$ cat src/rtl/muldiv_ctrl_pkg.sv
// Shared definitions for the EXE-stage multiply/divide sequencer:
// FSM state codes, operation kinds and the divide-by-zero LO fill.
package muldiv_ctrl_pkg;

    // Default datapath geometry for the 32-bit MIPS core.
    localparam int DEF_WIDTH = 32;
    localparam int DEF_CNT_W = 6;

    // Sequencer states: wait for work, iterate, then sign-fix and write HI/LO.
    typedef enum logic [1:0] {
        S_IDLE = 2'd0,
        S_CALC = 2'd1,
        S_FIX  = 2'd2
    } state_e;

    // Operation kind latched at acceptance.
    typedef enum logic {
        OP_MULT = 1'b0,
        OP_DIV  = 1'b1
    } op_e;

    // Fill bit replicated across LO when the divisor is zero (LO = all ones).
    localparam logic DIV0_LO = 1'b1;

endpackage

$ cat src/rtl/muldiv_iter.sv
// One-step unsigned datapath for the multiply/divide unit.
// Holds the 2*WIDTH+1-bit accumulator and the fixed operand
// (multiplicand for mult, divisor for div). Each enabled cycle performs
// one shift-add (mult) or one restoring shift-subtract (div) step.
//
// Accumulator layout: [2W] guard bit, [2W-1:W] upper half
// (partial product / partial remainder), [W-1:0] lower half
// (multiplier being consumed / dividend being consumed and quotient bits).
module muldiv_iter
    import muldiv_ctrl_pkg::*;
#(
    parameter int WIDTH = DEF_WIDTH
) (
    input  logic                 clk,
    input  logic                 rst,
    input  logic                 load,
    input  logic                 en,
    input  logic                 div_mode,
    input  logic [WIDTH-1:0]     load_lo,
    input  logic [WIDTH-1:0]     load_opnd,
    output logic [2*WIDTH-1:0]   result
);

    logic [2*WIDTH:0] acc_q;
    logic [2*WIDTH:0] step_nxt;
    logic [WIDTH-1:0] opnd_q;
    logic [WIDTH:0]   upper_sum;
    logic [2*WIDTH:0] shifted;
    logic [WIDTH:0]   trial;

    // Compute the accumulator value after one mult or div iteration.
    always_comb begin
        upper_sum = '0;
        shifted   = '0;
        trial     = '0;
        step_nxt  = acc_q;
        if (!div_mode) begin
            // Add the multiplicand when the current multiplier bit is set,
            // keeping the carry in the guard bit, then shift everything right.
            upper_sum = {acc_q[2*WIDTH], acc_q[2*WIDTH-1:WIDTH]}
                      + (acc_q[0] ? {1'b0, opnd_q} : {(WIDTH+1){1'b0}});
            step_nxt  = {upper_sum, acc_q[WIDTH-1:0]} >> 1;
        end else begin
            // Shift the next dividend bit into the partial remainder and try
            // subtracting the divisor; a clear borrow bit means it fitted.
            shifted = {acc_q[2*WIDTH-1:0], 1'b0};
            trial   = shifted[2*WIDTH:WIDTH] - {1'b0, opnd_q};
            if (!trial[WIDTH]) begin
                step_nxt = {trial, shifted[WIDTH-1:1], 1'b1};
            end else begin
                step_nxt = shifted;
            end
        end
    end

    // Accumulator and operand registers: load on acceptance, step when enabled.
    always_ff @(posedge clk) begin
        if (!rst) begin
            acc_q  <= '0;
            opnd_q <= '0;
        end else if (load) begin
            acc_q  <= {{(WIDTH+1){1'b0}}, load_lo};
            opnd_q <= load_opnd;
        end else if (en) begin
            acc_q  <= step_nxt;
        end
    end

    // The guard bit is always zero once an iteration completes.
    assign result = acc_q[2*WIDTH-1:0];

endmodule

$ cat src/rtl/muldiv_ctrl.sv
// Sequencer for the iterative multiply/divide unit in the EXE stage.
// Accepts signed mult/div, runs WIDTH datapath iterations in muldiv_iter
// on operand magnitudes, applies the sign fix-up, and owns HI/LO.
// Requests that cannot be served yet (new op, mfhi, mflo) stall the front
// of the pipeline until the unit is idle again.
module muldiv_ctrl
    import muldiv_ctrl_pkg::*;
#(
    parameter int WIDTH = DEF_WIDTH,
    parameter int CNT_W = DEF_CNT_W
) (
    input  logic             clk,
    input  logic             rst,
    input  logic             start_mult,
    input  logic             start_div,
    input  logic [WIDTH-1:0] op_a,
    input  logic [WIDTH-1:0] op_b,
    input  logic             rd_hi,
    input  logic             rd_lo,
    input  logic             flush,
    output logic             stall,
    output logic             busy,
    output logic             done,
    output logic [WIDTH-1:0] hi_out,
    output logic [WIDTH-1:0] lo_out
);

    state_e               state;
    state_e               state_nxt;
    op_e                  op_q;
    op_e                  op_sel;
    logic                 a_neg_q;
    logic                 b_neg_q;
    logic                 b_zero_q;
    logic [CNT_W-1:0]     cnt_q;
    logic                 last_iter;
    logic                 accept;
    logic                 iter_en;
    logic                 write_en;
    logic [WIDTH-1:0]     mag_a;
    logic [WIDTH-1:0]     mag_b;
    logic [WIDTH-1:0]     load_lo;
    logic [WIDTH-1:0]     load_opnd;
    logic [2*WIDTH-1:0]   result;
    logic [2*WIDTH-1:0]   prod_fix;
    logic [WIDTH-1:0]     quo;
    logic [WIDTH-1:0]     rem;
    logic [WIDTH-1:0]     hi_q;
    logic [WIDTH-1:0]     lo_q;
    logic [WIDTH-1:0]     hi_d;
    logic [WIDTH-1:0]     lo_d;

    // Two's complement magnitude; the most negative value maps to itself,
    // which is the correct unsigned magnitude.
    function automatic logic [WIDTH-1:0] magnitude(input logic [WIDTH-1:0] v);
        return v[WIDTH-1] ? -v : v;
    endfunction

    assign mag_a  = magnitude(op_a);
    assign mag_b  = magnitude(op_b);

    // Simultaneous mult and div is an illegal encoding; mult takes priority.
    assign op_sel = start_mult ? OP_MULT : OP_DIV;

    // Mult consumes the multiplier from the low half and adds the multiplicand;
    // div consumes the dividend from the low half and subtracts the divisor.
    assign load_lo   = (op_sel == OP_MULT) ? mag_b : mag_a;
    assign load_opnd = (op_sel == OP_MULT) ? mag_a : mag_b;

    assign last_iter = (cnt_q == CNT_W'(WIDTH - 1));

    // Next-state and control strobes for the IDLE -> CALC -> FIX loop.
    always_comb begin
        state_nxt = state;
        accept    = 1'b0;
        iter_en   = 1'b0;
        write_en  = 1'b0;
        case (state)
            S_IDLE: begin
                if ((start_mult || start_div) && !flush) begin
                    accept    = 1'b1;
                    state_nxt = S_CALC;
                end
            end
            S_CALC: begin
                if (flush) begin
                    state_nxt = S_IDLE;
                end else begin
                    iter_en = 1'b1;
                    if (last_iter) begin
                        state_nxt = S_FIX;
                    end
                end
            end
            S_FIX: begin
                write_en  = 1'b1;
                state_nxt = S_IDLE;
            end
            default: begin
                state_nxt = S_IDLE;
            end
        endcase
    end

    // State register.
    always_ff @(posedge clk) begin
        if (!rst) begin
            state <= S_IDLE;
        end else begin
            state <= state_nxt;
        end
    end

    // Latch operand signs and op kind on acceptance and count iterations.
    always_ff @(posedge clk) begin
        if (!rst) begin
            cnt_q    <= '0;
            op_q     <= OP_MULT;
            a_neg_q  <= 1'b0;
            b_neg_q  <= 1'b0;
            b_zero_q <= 1'b0;
        end else if (accept) begin
            cnt_q    <= '0;
            op_q     <= op_sel;
            a_neg_q  <= op_a[WIDTH-1];
            b_neg_q  <= op_b[WIDTH-1];
            b_zero_q <= (op_b == '0);
        end else if (iter_en) begin
            cnt_q    <= cnt_q + CNT_W'(1);
        end
    end

    muldiv_iter #(
        .WIDTH     (WIDTH)
    ) u_iter (
        .clk       (clk),
        .rst       (rst),
        .load      (accept),
        .en        (iter_en),
        .div_mode  (op_q == OP_DIV),
        .load_lo   (load_lo),
        .load_opnd (load_opnd),
        .result    (result)
    );

    assign quo      = result[WIDTH-1:0];
    assign rem      = result[2*WIDTH-1:WIDTH];
    assign prod_fix = (a_neg_q ^ b_neg_q) ? -result : result;

    // Sign fix-up of the unsigned result into the values written to HI/LO.
    // A zero divisor never fails the trial subtract, so the remainder field
    // ends up holding |op_a| and the dividend-sign fix reproduces op_a in HI.
    always_comb begin
        hi_d = hi_q;
        lo_d = lo_q;
        if (op_q == OP_MULT) begin
            hi_d = prod_fix[2*WIDTH-1:WIDTH];
            lo_d = prod_fix[WIDTH-1:0];
        end else begin
            hi_d = a_neg_q ? -rem : rem;
            if (b_zero_q) begin
                lo_d = {WIDTH{DIV0_LO}};
            end else begin
                lo_d = (a_neg_q ^ b_neg_q) ? -quo : quo;
            end
        end
    end

    // HI/LO are written only in the FIX cycle, so an aborted op leaves them alone.
    always_ff @(posedge clk) begin
        if (!rst) begin
            hi_q <= '0;
            lo_q <= '0;
        end else if (write_en) begin
            hi_q <= hi_d;
            lo_q <= lo_d;
        end
    end

    assign busy   = (state != S_IDLE);
    assign done   = (state == S_FIX);
    assign stall  = busy & (start_mult | start_div | rd_hi | rd_lo) & ~flush;
    assign hi_out = hi_q;
    assign lo_out = lo_q;

endmodule

$ cat config.mk
export PLATFORM = sky130hd
export DESIGN_NAME = muldiv_ctrl
export DESIGN_NICKNAME = d
export VERILOG_FILES = /design/src/rtl/muldiv_ctrl_pkg.sv /design/src/rtl/muldiv_iter.sv /design/src/rtl/muldiv_ctrl.sv
export SDC_FILE = /design/constraint.sdc
export NUM_CORES = 1
export LEC_CHECK = 0
export BUFFER_PORTS_ARGS = -buffer_cell sky130_fd_sc_hd__clkbuf_2
export CORE_MARGIN = 2
export CORE_UTILIZATION = 35
export CTS_CLUSTER_DIAMETER = 200
export DETAILED_ROUTE_END_ITERATION = 10
export PLACE_DENSITY_LB_ADDON = 0.15
export SLEW_MARGIN = 20
export SYNTH_ARGS = -nofsm -noshare
export SYNTH_HDL_FRONTEND = slang
export SYNTH_SLANG_ARGS = --single-unit
$ cat constraint.sdc
create_clock -name clk -period 8.6 [get_ports clk]
set_input_delay 1.29 -clock clk [delete_from_list [all_inputs] [get_ports clk]]
set_output_delay 1.29 -clock clk [all_outputs]
set_load 0.01 [all_outputs]
* Word level (Yosys, flattened, before mapping) *
Index checks and enable logic that the tools add are counted.

cells by class
  $add $sub $neg = 8
  equality and inequality tests = 5
  mux-type cells = 25
  bitwise logic cells = 8
  reductions and logical operators = 9

operators by type and width
  operator               number
  $mux W32               12
  $mux W65               2
  $neg A32 Y32           4
  $mux W64               1
  $neg A64 Y64           1
  $add A33 B32 Y33       1
  $sub A33 B32 Y33       1
  $logic_not A32 Y1      1
  $add A6 B1 Y6 const B  1
  $eq A6 B5 Y1 const B   1
  $mux W1                6
  $mux W2                3
  $pmux W2 S2            1
  $reduce_bool A2 Y1     2
  $ne A3 B3 Y1 const B   1
  $or A1 B1 Y1           3
  $and A1 B1 Y1          2
  $eq A2 B1 Y1 const B   1
  $eq A2 B2 Y1 const B   1
  $logic_not A2 Y1       1
  $ne A2 B2 Y1 const B   1
  $not A1 Y1             2
  $reduce_and A2 Y1      1
  $reduce_or A2 Y1       1
  other kinds (4)        4

storage, ports and cells
  register bits after elaboration = 173
  bits of input ports = 71
  output and inout bits = 67
  word-level logic and storage cells = 66

* Longest topological paths before layout *
  depth in word-level cells = 5
  depth in mapped cells = 20
  mapped depth without buffers = 19

* By module *
Synthesis repeated with hierarchy kept, for this count alone.

second synthesis, totals
  cells, all modules = 2083
  area, all modules = 15944.0 um^2

by module, submodules not included
  module       times used  cells each  area an instance (um^2)  sequential area each (um^2)
  muldiv_iter  1           1121        8967.4                   1941.9
  muldiv_ctrl  1           962         6976.7                   1521.5

* Worst setup path after synthesis *
OpenSTA, ideal clock, no wires.

  path kind = reg-to-reg
  start point = register u_iter.acc_q[32]
  end point = register u_iter.acc_q[33]
  library setup time = 65 ps
  arrival = 4029 ps
  required time = 8535 ps
  setup slack = 4505 ps
  cell stages (with the launch flop) = 20
  buffers on the path = 3
  clock period less this slack = 4095 ps
  cells stage by stage = dfxtp_1 clkbuf_1 inv_1 fa_1 nand2b_1 a21oi_1 o21ai_0 a211oi_1 or2_2 a221oi_1 o21ai_0 a21o_1 a21o_1 ha_1 buf_1 clkbuf_1 o21ai_0 a211oi_1 a21oi_1 nor2_1

on the way
  cells in the longest elaborated chain, start to end = 3
  elaborated cells on any way between the ends = 4
  classes of those cells = add/sub (2); mux (2)

RTL lines
  what                    line               text
  start, declared         muldiv_iter.sv:24  logic [2*WIDTH:0] acc_q;
  start signal, assigned  muldiv_iter.sv:62  acc_q <= {{(WIDTH+1){1'b0}}, load_lo};
  start signal, assigned  muldiv_iter.sv:65  acc_q <= step_nxt;
  $sub A33 B32 Y33        muldiv_iter.sv:47  trial = shifted[2*WIDTH:WIDTH] - {1'b0, opnd_q};
  $mux W65                muldiv_iter.sv:48  if (!trial[WIDTH]) begin
  $mux W65 (*)            muldiv_iter.sv:37  if (!div_mode) begin

Mark *: on every way between the ends. The rest lies on a longest branch, timed or not.
A chain may end at the register's enable or synchronous reset.

* Worst setup path after layout *
  start point = register u_iter.acc_q[38]
  end point = register u_iter.acc_q[63]

Same word-level chain as after synthesis.

==> impl_metrics.ini <==
[route]
ant_nets = 0
drt-wirelength-per-cell_um = 20.78
detailedRoute.firstIterationViolations = 1326
route.detailed.vias_per_inst = 5.800
firstDrtPassIters = 5
totalWireLength_um = 52270
dr_total_vias = 14590
post-route-drc-count = 0

[placed_design]
numPlacedInstances = 2483
buffer_ports.inserted = 137
placedInstanceArea_um2 = 15240
place.detailed.hpwl_um = 39290
gp_routability_congestion = 0.8963

[floorplanning]
core-area_um2 = 40010
die_h_um = 205.9
dieWidth_um = 205.9
starting_density_of_the_core_pct = 35.64
die_area_um2 = 42370
num_rows = 73
pin_count = 138

[global_routing]
grt.total_usage_pct = 24.74
global_route.overflow_total = 0
grt_max_degree = 86
grt_first_pass_wirelength_um = 80960
grt_pass1_vias = 13540
antenna_found_initial = 3

[clocking]
cts_root_buf = clkbuf_16
ctsHtreeMaxLevel = 4
cts_num_sinks = 173
cts_buffers = 17
cts_hold_buffers = 0
clock_latency_ns = 0.46
cts.clk_slew.worst_paths_ns = 0.07
tritoncts = yes
postCtsSetupBuffers = 0
cts_resized = 0
clock_path_buffers = 2

[finish]
area_overhead_of_the_layout_relative_to_synthesis_pct = 11.06
layout_commonest_cell = nor2_1
final_design_area_no_fill_um2 = 15840
n_fill_cell = 4253
layout-drive-gt1-share_pct = 11.36
final_net_count = 2120
n_antenna_cell = 0
commonest_non_fill_non_tap_cells_in_the_layout = nor2_1 (188), nand2_1 (183), a21oi_1 (176)
final_instance_count_excl_fillers = 2515

[logic_synthesis]
number_of_synthesized_flops_with_an_enable_pin = 0
synth_top_area_share_pct = 24.29
number_of_nets_in_the_synthesized_netlist = 2081
synthesis.area_per_instance_um2 = 7.358
post_synth_inst_count = 1938
synth.top_cells.by_area = dfxtp_1 (24%), a21oi_1 (6.2%), ha_1 (6.1%)
ys_ff_latch = 173
library_cell_with_the_largest_summed_area_after_synthesis = dfxtp_1
yosysSeqAreaShare_pct = 24.29
yosys_warnings = 0
mappedNetlistArea_um2 = 14260
count_of_distinct_cell_types_in_the_synthesized_netlist = 76
ys_dominant_reg_cell = dfxtp_1
ys_async_sr_fraction_pct = 0

[sta]
finClkSkew_ns = 0.01591
worst-slew-pin-transition_ns = 0.9822
finalHoldViolations = 0
fin_crit_sh_pct = 57.22
worst_hold_slack_ns = 0.4625
layout_min_cycle_time_ns = 4.921
setup_repair_after_global_routing_missed_its_margin = false
final_max_slew_viol_count = 0
final.setup.tns_ns = 0
max-slew-margin-rel_pct = 34.52
fmaxAchievable_mhz = 203.2
setup_viol = 0

[pwr]
power.clock.fraction_pct = 32.6
switching_share_pct = 38.56
power.share.sequential_pct = 36.4
power.density_cell_area_nw_per_um2 = 153.9
power.combinational.fraction_pct = 31.0
report.power.total_w = 0.002437
switching_power_w = 0.0009397
leakage_nw = 6.568
max_rail_drop_vdd_v = 0.0001297
intPower_w = 0.001497

[worst_setup_path]
arrival_ns = 5.30
critical_path_class = reg2reg
critical_path.endpoint_type = register
critical_path.startpoint_type = register
highest_fanout_seen_on_the_critical_path = 43
worst-r2r-cell-count = 17
required_ns = 8.98

[status]
run_status = completed

[run]
max-cap-violations = 0

[worst_hold_path]
min_path_type = reg2reg
timing.hold.worst_path_depth = 2
## power groups by stage
stage               logic (W)  registers (W)  clock network (W)
floorplan            0.000551       0.000872                  0
global placement     0.000749       0.000903                  0
detailed placement   0.000745       0.000904                  0
CTS                  0.000749       0.000885           0.000815
global route         0.000830       0.000893           0.000847
finish               0.000755       0.000887           0.000795
## critical path: stages (launching register included)
cell	delay, ns
dfxtp_1	0.55
ha_1	0.36
a21oi_1	0.23
nand2_1	0.08
o21ai_0	0.42
a211oi_1	0.20
or2_2	0.35
a221oi_1	0.37
o21ai_0	0.22
a21o_1	0.21
a21o_1	0.17
ha_1	0.26
buf_4	0.41
nand2b_1	0.34
nor3_1	0.08
nor4_1	0.24
o21ai_0	0.13
nor3_1	0.20
## final timing paths
kind | from | to | slack (ns)
worst max-delay path | u_iter.acc_q[38] | u_iter.acc_q[63] | 3.68
worst max register to register | u_iter.acc_q[38] | u_iter.acc_q[63] | 3.68
worst min-delay path | u_iter.opnd_q[7] | u_iter.opnd_q[7] | 0.46
worst min register to register | u_iter.opnd_q[7] | u_iter.opnd_q[7] | 0.46
## routing by layer
layer | share of wire (%) | track usage (%) | routed length [um] | vias up
li1 | - | - | - | 7101
met1 | 48 | 35.16 | 25160 | 6991
met2 | 45 | 39.25 | 23380 | 437
met3 | 5.2 | 3.485 | 2726 | 53
met5 | 0.055 | 0 | 29 | -
met4 | 1.9 | 6.173 | 974 | 4
## cell type report
cell class	count	area (um^2)	area share, %
Clock buffer	17	425.4	2.686
Clock inverter	15	166.4	1.051
Inverter	63	236.5	1.493
Multi-Input combinational cell	1567	10060	63.53
Sequential cell	173	3467	21.89
Tap cell	525	656.9	4.148
Timing Repair Buffer	155	823.3	5.199
## cells by family after synthesis
| group | share of synthesized area [%] |
|---|---|
| xor+xnor | 10.63 |
| flops | 24.29 |
| simple gates | 20.65 |
| fa+ha+maj | 6.423 |
| mux | 3.334 |
| compound gates | 29.34 |
| buf+inv | 5.335 |
## state kept, by name, summed over array words and instances (netlist names)
register	flops
state	2
u_iter.acc_q	65
b_zero_q	1
lo_out	32
cnt_q	6
op_q	1
u_iter.opnd_q	32
a_neg_q	1
b_neg_q	1
hi_out	32
## cells in the mapped netlist, drive strengths merged, types with 4 or more instances
| cell | number |
|---|---|
| nor2 | 188 |
| nand2 | 184 |
| a21oi | 177 |
| o21ai | 175 |
| dfxtp | 173 |
| clkbuf | 116 |
| xnor2 | 89 |
| xor2 | 84 |
| ha | 70 |
| inv | 62 |
| nor3 | 47 |
| mux2i | 43 |
| o211ai | 42 |
| nand3 | 41 |
| a211oi | 33 |
| a21o | 32 |
| a21boi | 25 |
| o31ai | 24 |
| o211a | 23 |
| and2 | 22 |
| buf | 19 |
| nor4 | 18 |
| o22ai | 18 |
| or3 | 18 |
| or4 | 17 |
| nand4 | 16 |
| o41ai | 16 |
| nand2b | 15 |
| o21a | 15 |
| nor2b | 14 |
| and3 | 12 |
| a31oi | 11 |
| o21bai | 9 |
| or2 | 9 |
| o31a | 6 |
| a211o | 5 |
| a221oi | 5 |
| nor4b | 5 |
| o21ba | 5 |
| o221ai | 5 |
| a32o | 4 |
| mux2 | 4 |
| nand4b | 4 |
| nor3b | 4 |
## through the flow
stage | worst slack [ns] | utilization, %
global route | 3.191 | 39.59
floorplan | 4.505 | -
detailed placement | 3.732 | 38.11
finish | 3.679 | 39.59
global placement | 3.848 | 38.11
CTS | 3.699 | 39.59
(Power assumes the default switching activity.)
